==> config.mk <==
export PLATFORM = sky130hd
export DESIGN_NAME = conv_stream_feeder
export DESIGN_NICKNAME = d
export VERILOG_FILES = /design/src/rtl/conv_stream_feeder.sv
export SDC_FILE = /design/constraint.sdc
export NUM_CORES = 1
export LEC_CHECK = 0
export CORE_MARGIN = 3
export CORE_UTILIZATION = 50
export DETAILED_ROUTE_END_ITERATION = 7
export GPL_ROUTABILITY_DRIVEN = 0
export GPL_TIMING_DRIVEN = 0
export PLACE_DENSITY = 0.75
export SYNTH_ARGS = -nofsm -noshare
export SYNTH_HDL_FRONTEND = slang
export SYNTH_SLANG_ARGS = --single-unit
export TNS_END_PERCENT = 10
==> constraint.sdc <==
create_clock -name clk_i -period 9.2 [get_ports clk_i]
set_clock_uncertainty 0.1 [all_clocks]
set_input_delay 0.92 -clock clk_i [delete_from_list [all_inputs] [get_ports clk_i]]
set_output_delay 0.92 -clock clk_i [all_outputs]
set_load 0.01 [all_outputs]
==> src/rtl/conv_stream_feeder.sv <==
// conv_stream_feeder
//   Sequences 3x3 kernel weights and 7x7 image pixels out of a synchronous-read
//   memory into the con_5x5 core. Pixels go in the serpentine column-triple
//   order the core consumes. The stream is gap-free, and an idle gap follows
//   each frame so the core can drain before the next start is accepted.
//
// Ports
//   clk_i       clock, rising edge
//   rst_i       synchronous active-high reset
//   start_i     begin a frame (ignored while busy_o)
//   load_w_i    sampled with start_i: 1 = 9 weights + 81 pixels, 0 = pixels only
//   rd_en_o     memory read strobe
//   rd_addr_o   memory read address
//   rd_data_i   memory read data, valid the cycle after rd_en_o
//   data_out_o  stream word (core data input)
//   ena_out_o   stream valid (core ena input)
//   busy_o      frame in progress or drain gap running
//   done_o      one-cycle pulse after the last stream word
module conv_stream_feeder #(
  parameter int DW     = 16,
  parameter int AW     = 8,
  parameter int W_BASE = 0,
  parameter int P_BASE = 9,
  parameter int GAP    = 7
) (
  input  logic          clk_i,
  input  logic          rst_i,
  input  logic          start_i,
  input  logic          load_w_i,
  output logic          rd_en_o,
  output logic [AW-1:0] rd_addr_o,
  input  logic [DW-1:0] rd_data_i,
  output logic [DW-1:0] data_out_o,
  output logic          ena_out_o,
  output logic          busy_o,
  output logic          done_o
);

  localparam int GW = (GAP > 1) ? $clog2(GAP) : 1;

  typedef enum logic [2:0] {IDLE, WGT, FIRST, NEWROW, SWEEP, GAPW} state_t;

  state_t        state_q;
  logic [3:0]    w_q;      // weight index 0..8
  logic [1:0]    k_q;      // position inside a column triple
  logic [2:0]    c_q;      // column 1..7
  logic [2:0]    i_q;      // output row 1..5
  logic [GW-1:0] g_q;      // drain gap counter
  logic          rd_en_q;
  logic [AW-1:0] rd_addr_q;
  logic          ena_q;
  logic          busy_q;
  logic          done_q;
  logic [DW-1:0] hold_q;
  logic [DW-1:0] data_d;

  // Pixel address from (row, column). The row offset is a constant table, so
  // the path is two adds from the counters with no multiplier.
  function automatic logic [AW-1:0] pix(input logic [2:0] r, input logic [2:0] c);
    logic [5:0] roff;
    case (r)
      3'd2:    roff = 6'd7;
      3'd3:    roff = 6'd14;
      3'd4:    roff = 6'd21;
      3'd5:    roff = 6'd28;
      3'd6:    roff = 6'd35;
      3'd7:    roff = 6'd42;
      default: roff = 6'd0;
    endcase
    return AW'(P_BASE) + AW'(roff) + AW'(c) - AW'(1);
  endfunction

  // The memory's output register is the word's pipeline stage: ena_q is the
  // read strobe delayed by one, which lines up with rd_data_i. Outside a valid
  // beat the last word is held.
  always_comb begin
    data_d = hold_q;
    if (ena_q) data_d = rd_data_i;
  end

  always_ff @(posedge clk_i) begin
    if (rst_i) begin
      state_q   <= IDLE;
      w_q       <= '0;
      k_q       <= '0;
      c_q       <= 3'd1;
      i_q       <= 3'd1;
      g_q       <= '0;
      rd_en_q   <= 1'b0;
      rd_addr_q <= '0;
      ena_q     <= 1'b0;
      busy_q    <= 1'b0;
      done_q    <= 1'b0;
      hold_q    <= '0;
    end else begin
      ena_q  <= rd_en_q;
      // Reads are gap-free, so the first beat with no read behind it is the last.
      done_q <= ena_q & ~rd_en_q;
      hold_q <= data_d;
      case (state_q)
        IDLE: if (start_i) begin
          busy_q  <= 1'b1;
          rd_en_q <= 1'b1;
          w_q     <= '0;
          k_q     <= '0;
          c_q     <= 3'd1;
          i_q     <= 3'd1;
          if (load_w_i) begin
            state_q   <= WGT;
            rd_addr_q <= AW'(W_BASE);
          end else begin
            state_q   <= FIRST;
            rd_addr_q <= pix(3'd1, 3'd1);
          end
        end
        WGT: begin
          if (w_q == 4'd8) begin
            state_q   <= FIRST;
            rd_addr_q <= pix(3'd1, 3'd1);
          end else begin
            w_q       <= w_q + 4'd1;
            rd_addr_q <= rd_addr_q + AW'(1);
          end
        end
        // Rows 1..3, every column left to right.
        FIRST: begin
          if (k_q != 2'd2) begin
            k_q       <= k_q + 2'd1;
            rd_addr_q <= pix(3'(k_q) + 3'd2, c_q);
          end else if (c_q != 3'd7) begin
            k_q       <= '0;
            c_q       <= c_q + 3'd1;
            rd_addr_q <= pix(3'd1, c_q + 3'd1);
          end else begin
            state_q   <= NEWROW;
            i_q       <= 3'd2;
            c_q       <= 3'd5;
            rd_addr_q <= pix(3'd4, 3'd5);
          end
        end
        // New bottom row i+2: columns 5..7 for even i, 1..3 for odd i.
        NEWROW: begin
          if (c_q != (i_q[0] ? 3'd3 : 3'd7)) begin
            c_q       <= c_q + 3'd1;
            rd_addr_q <= pix(i_q + 3'd2, c_q + 3'd1);
          end else begin
            state_q   <= SWEEP;
            k_q       <= '0;
            c_q       <= 3'd4;
            rd_addr_q <= pix(i_q, 3'd4);
          end
        end
        // Column triples from column 4 outward: down to 1 for even i, up to 7 for odd i.
        SWEEP: begin
          if (k_q != 2'd2) begin
            k_q       <= k_q + 2'd1;
            rd_addr_q <= pix(i_q + 3'(k_q) + 3'd1, c_q);
          end else if (c_q != (i_q[0] ? 3'd7 : 3'd1)) begin
            k_q       <= '0;
            c_q       <= i_q[0] ? c_q + 3'd1 : c_q - 3'd1;
            rd_addr_q <= pix(i_q, i_q[0] ? c_q + 3'd1 : c_q - 3'd1);
          end else if (i_q == 3'd5) begin
            state_q <= GAPW;
            rd_en_q <= 1'b0;
          end else begin
            state_q   <= NEWROW;
            i_q       <= i_q + 3'd1;
            c_q       <= i_q[0] ? 3'd5 : 3'd1;
            rd_addr_q <= pix(i_q + 3'd3, i_q[0] ? 3'd5 : 3'd1);
          end
        end
        // Counting starts on the done beat so busy covers GAP idle cycles.
        GAPW: begin
          if (done_q || g_q != '0) begin
            if (g_q == GW'(GAP - 1)) begin
              state_q <= IDLE;
              busy_q  <= 1'b0;
              g_q     <= '0;
            end else begin
              g_q <= g_q + GW'(1);
            end
          end
        end
        default: state_q <= IDLE;
      endcase
    end
  end

  assign rd_en_o    = rd_en_q;
  assign rd_addr_o  = rd_addr_q;
  assign data_out_o = data_d;
  assign ena_out_o  = ena_q;
  assign busy_o     = busy_q;
  assign done_o     = done_q;

endmodule

==> reports/metrics.cfg <==
[run_status]
outcome = completed

[route]
wl_per_cell_um = 17.24
totalWireLength_mm = 10.97
drt_iter0_drc = 403
vias_per_cell = 6.104
drc = 0
firstDrtPassIters = 5
antenna_left = 0
dr_total_vias = 3882

[sta]
period_share_pct = 45.26
finalHoldViolCount = 0
fmax_ghz = 0.2402
finalSetupViolCount = 0
period_minus_slack_ns = 4.164
worstMarginPinSlew_ns = 0.6323
finalSetupTns_ns = 0
rsz0062_at_grt = false
finalMaxSlewViolations = 0
relSlewSlack_pct = 57.84

[final_layout]
mostFrequentLayoutCells = dfxtp_1 (46), clkdlybuf4s50_1 (46), a21oi_1 (42)
multi_input_area_um2 = 2791
final_core_util_pct = 62.30
final_cell_area_um2 = 4639
final_layout_size_suffix_gt1_share_pct = 10.06
nFillCells = 691
antenna_cells = 0
finalNetCount = 594
regArea_um2 = 920.9
final_cells = 636
areaGrowthSynthToFinish_pct = 17.60

[place]
dp_hpwl_mm = 8.574
port_buffers = 46
placed_cell_area_um2 = 4529
dp_cells = 628

[grt]
grt_max_degree = 15
grt_pass1_vias = 3565
use_met2_pct = 38.64
grt-busiest-layer = met2
antenna_found_initial = 0
grt.overflow.total = 0
grtUsageMet1_pct = 33.59
track_usage_pct = 24.41
grt_pass1_wl_mm = 17.31
grtUsageMet3_pct = 4.223

[floorplanning]
core_um2 = 7447
start_util_pct = 52.97
die_y_um = 94.83
die_w_um = 94.83
rows = 31
pin_count = 48
dieArea_um2 = 8992

[synth]
syn_area_per_cell_um2 = 8.168
yosysSeqAreaShare_pct = 23.34
synthFlopType = dfxtp_1
ys_types = 78
async_flop_share_pct = 0
netlist_area_um2 = 3945
netlist_instances = 483
ys_ff_latch = 46
syn_nets = 541
synth_edf_count = 0
ys_warn_count = 0

[worst_hold_path]
hp-class = reg2reg

[pwr]
powerDensity_nw_per_um2 = 185.6
ir_drop_uv = 111.2
leakagePower_nw = 1.814
power.total_mw = 0.8610

[worst_setup_path]
cp_slowest_cell = a2111oi_1
worst-path-max-fanout = 10
endpoint_kind = flip-flop
critPathKind = reg2reg
slowest_delay_ns = 0.54
worstPathArrival_ns = 4.22
required_ns = 9.26
worstSetupStartpointType = flip-flop
crit_chain = buf_4, inv_1, ha_1, buf_2, a21oi_1, ha_1, nor2b_1, a21oi_1, ha_1, inv_1, fa_1, nor2b_1, o311ai_1, a21oi_1, a2111oi_1, o32ai_1

[clock_tree]
root_buffer = clkbuf_8
clkLatencyLatePin_ns = 0.30
htree_levels = 2
cts_setup_buffers = 0
clock-sinks = 46
clock_path_buffers = 2
numCtsBuffers = 5
clkSlewWorstSetupHoldPaths_ns = 0.08
tritoncts = done
ctsHoldBuffers = 0
cts_resized = 0

[run]
cap_violations = 0

per-layer routing:
layer / part of all wire [%] / up-vias / wire length, µm
met2: 45 / 200 / 4976
met4: 2.9 / 0 / 316
met3: 9.3 / 33 / 1021
li1: - / 1830 / -
met1: 42 / 1819 / 4653
met5: 0 / - / 0
layout make-up:
type	count	area share (%)
plain buffers	26	2.589
clock buffers	6	1.564
clock inverters	2	0.8091
inverters	30	2.427
multi-input cells	381	60.17
flip-flops and latches	46	19.85
well taps	99	2.670
repair buffers	46	9.924
critical path: cells and delay by family, from the launching register on:
family	cells	cell delay, ns
AND/OR/NAND/NOR	2	0.29
flip-flops	1	0.43
adder cells (fa/ha/maj)	4	0.97
buffers and inverters	4	0.66
AO/OA/AOI/OAI	6	1.56
cells by family after synthesis:
logic type,count (synthesis),share of synthesized area [%]
flip-flops,46,23.34
AND/OR/NAND/NOR,145,18.71
buffers and inverters,56,5.899
adder cells (fa/ha/maj),38,13.00
other,1,0.09506
multiplexers,21,5.867
XOR/XNOR,26,6.629
AO/OA/AOI/OAI,150,26.45
Yosys cell counts, types with 3 or more instances:
master	count	share of area (%)
a21oi_2	3	0.67
o31ai_1	4	0.76
nand3_1	10	1.3
buf_2	9	1.1
nand3b_1	3	0.57
inv_1	30	2.9
o21ai_0	20	2.5
a311oi_1	5	1.1
a211oi_1	11	2.1
nor3b_2	3	0.95
nor2_1	40	3.8
mux2_2	16	4.6
fa_1	5	2.5
a22oi_1	4	0.76
nor3_1	9	1.1
xnor2_1	12	2.7
dfxtp_1	46	23
a21o_1	6	1.1
xor2_1	11	2.4
o211ai_1	7	1.3
o21a_1	3	0.57
nor2b_1	22	3.5
nand2_1	32	3.0
ha_1	33	10
and3_1	5	0.79
a31oi_1	5	0.79
mux2i_1	4	1.0
o21ai_1	6	0.76
and2_1	6	0.95
clkbuf_1	13	1.2
a21oi_1	42	5.3
final timing paths:
path / start / endpoint / slack (ns) / cells past startpoint
worst min register to register: rd_addr_o[7]$_SDFFE_PP0P_ / rd_addr_o[7]$_SDFFE_PP0P_ / 0.40 / 1
worst min-delay path: rd_addr_o[7]$_SDFFE_PP0P_ / rd_addr_o[7]$_SDFFE_PP0P_ / 0.40 / 1
worst max register to register: i_q[0]$_SDFFE_PP1P_ / rd_addr_o[6]$_SDFFE_PP0P_ / 5.04 / 16
worst max-delay path: i_q[0]$_SDFFE_PP1P_ / rd_addr_o[6]$_SDFFE_PP0P_ / 5.04 / 16
sequential cells by signal, indices dropped and copies added, names as in the netlist:
signal	cells
busy_o	1
c_q	3
rd_en_o	1
state_q	3
k_q	2
i_q	3
ena_out_o	1
rd_addr_o	8
g_q	3
w_q	4
hold_q	16
done_o	1
stage by stage:
stage / hold slack, ns / setup WS [ns]
6_report: 0.4002 / 5.036
5_1_grt: 0.4272 / 4.687
4_1_cts: 0.3942 / 5.087
3_5_place_dp: 0.3821 / 5.109
3_3_place_gp: 0.3658 / 5.236
2_1_floorplan: 0.3511 / 5.891
power by group:
group / internal, mW / leakage, nW / switching [mW]
Sequential: 0.215 / 0.375 / 0.0191
Combinational: 0.199 / 1.39 / 0.276
Clock: 0.0811 / 0.0514 / 0.0696
Total: 0.496 / 1.81 / 0.365
Note: power is estimated with default switching activity, not from simulation.
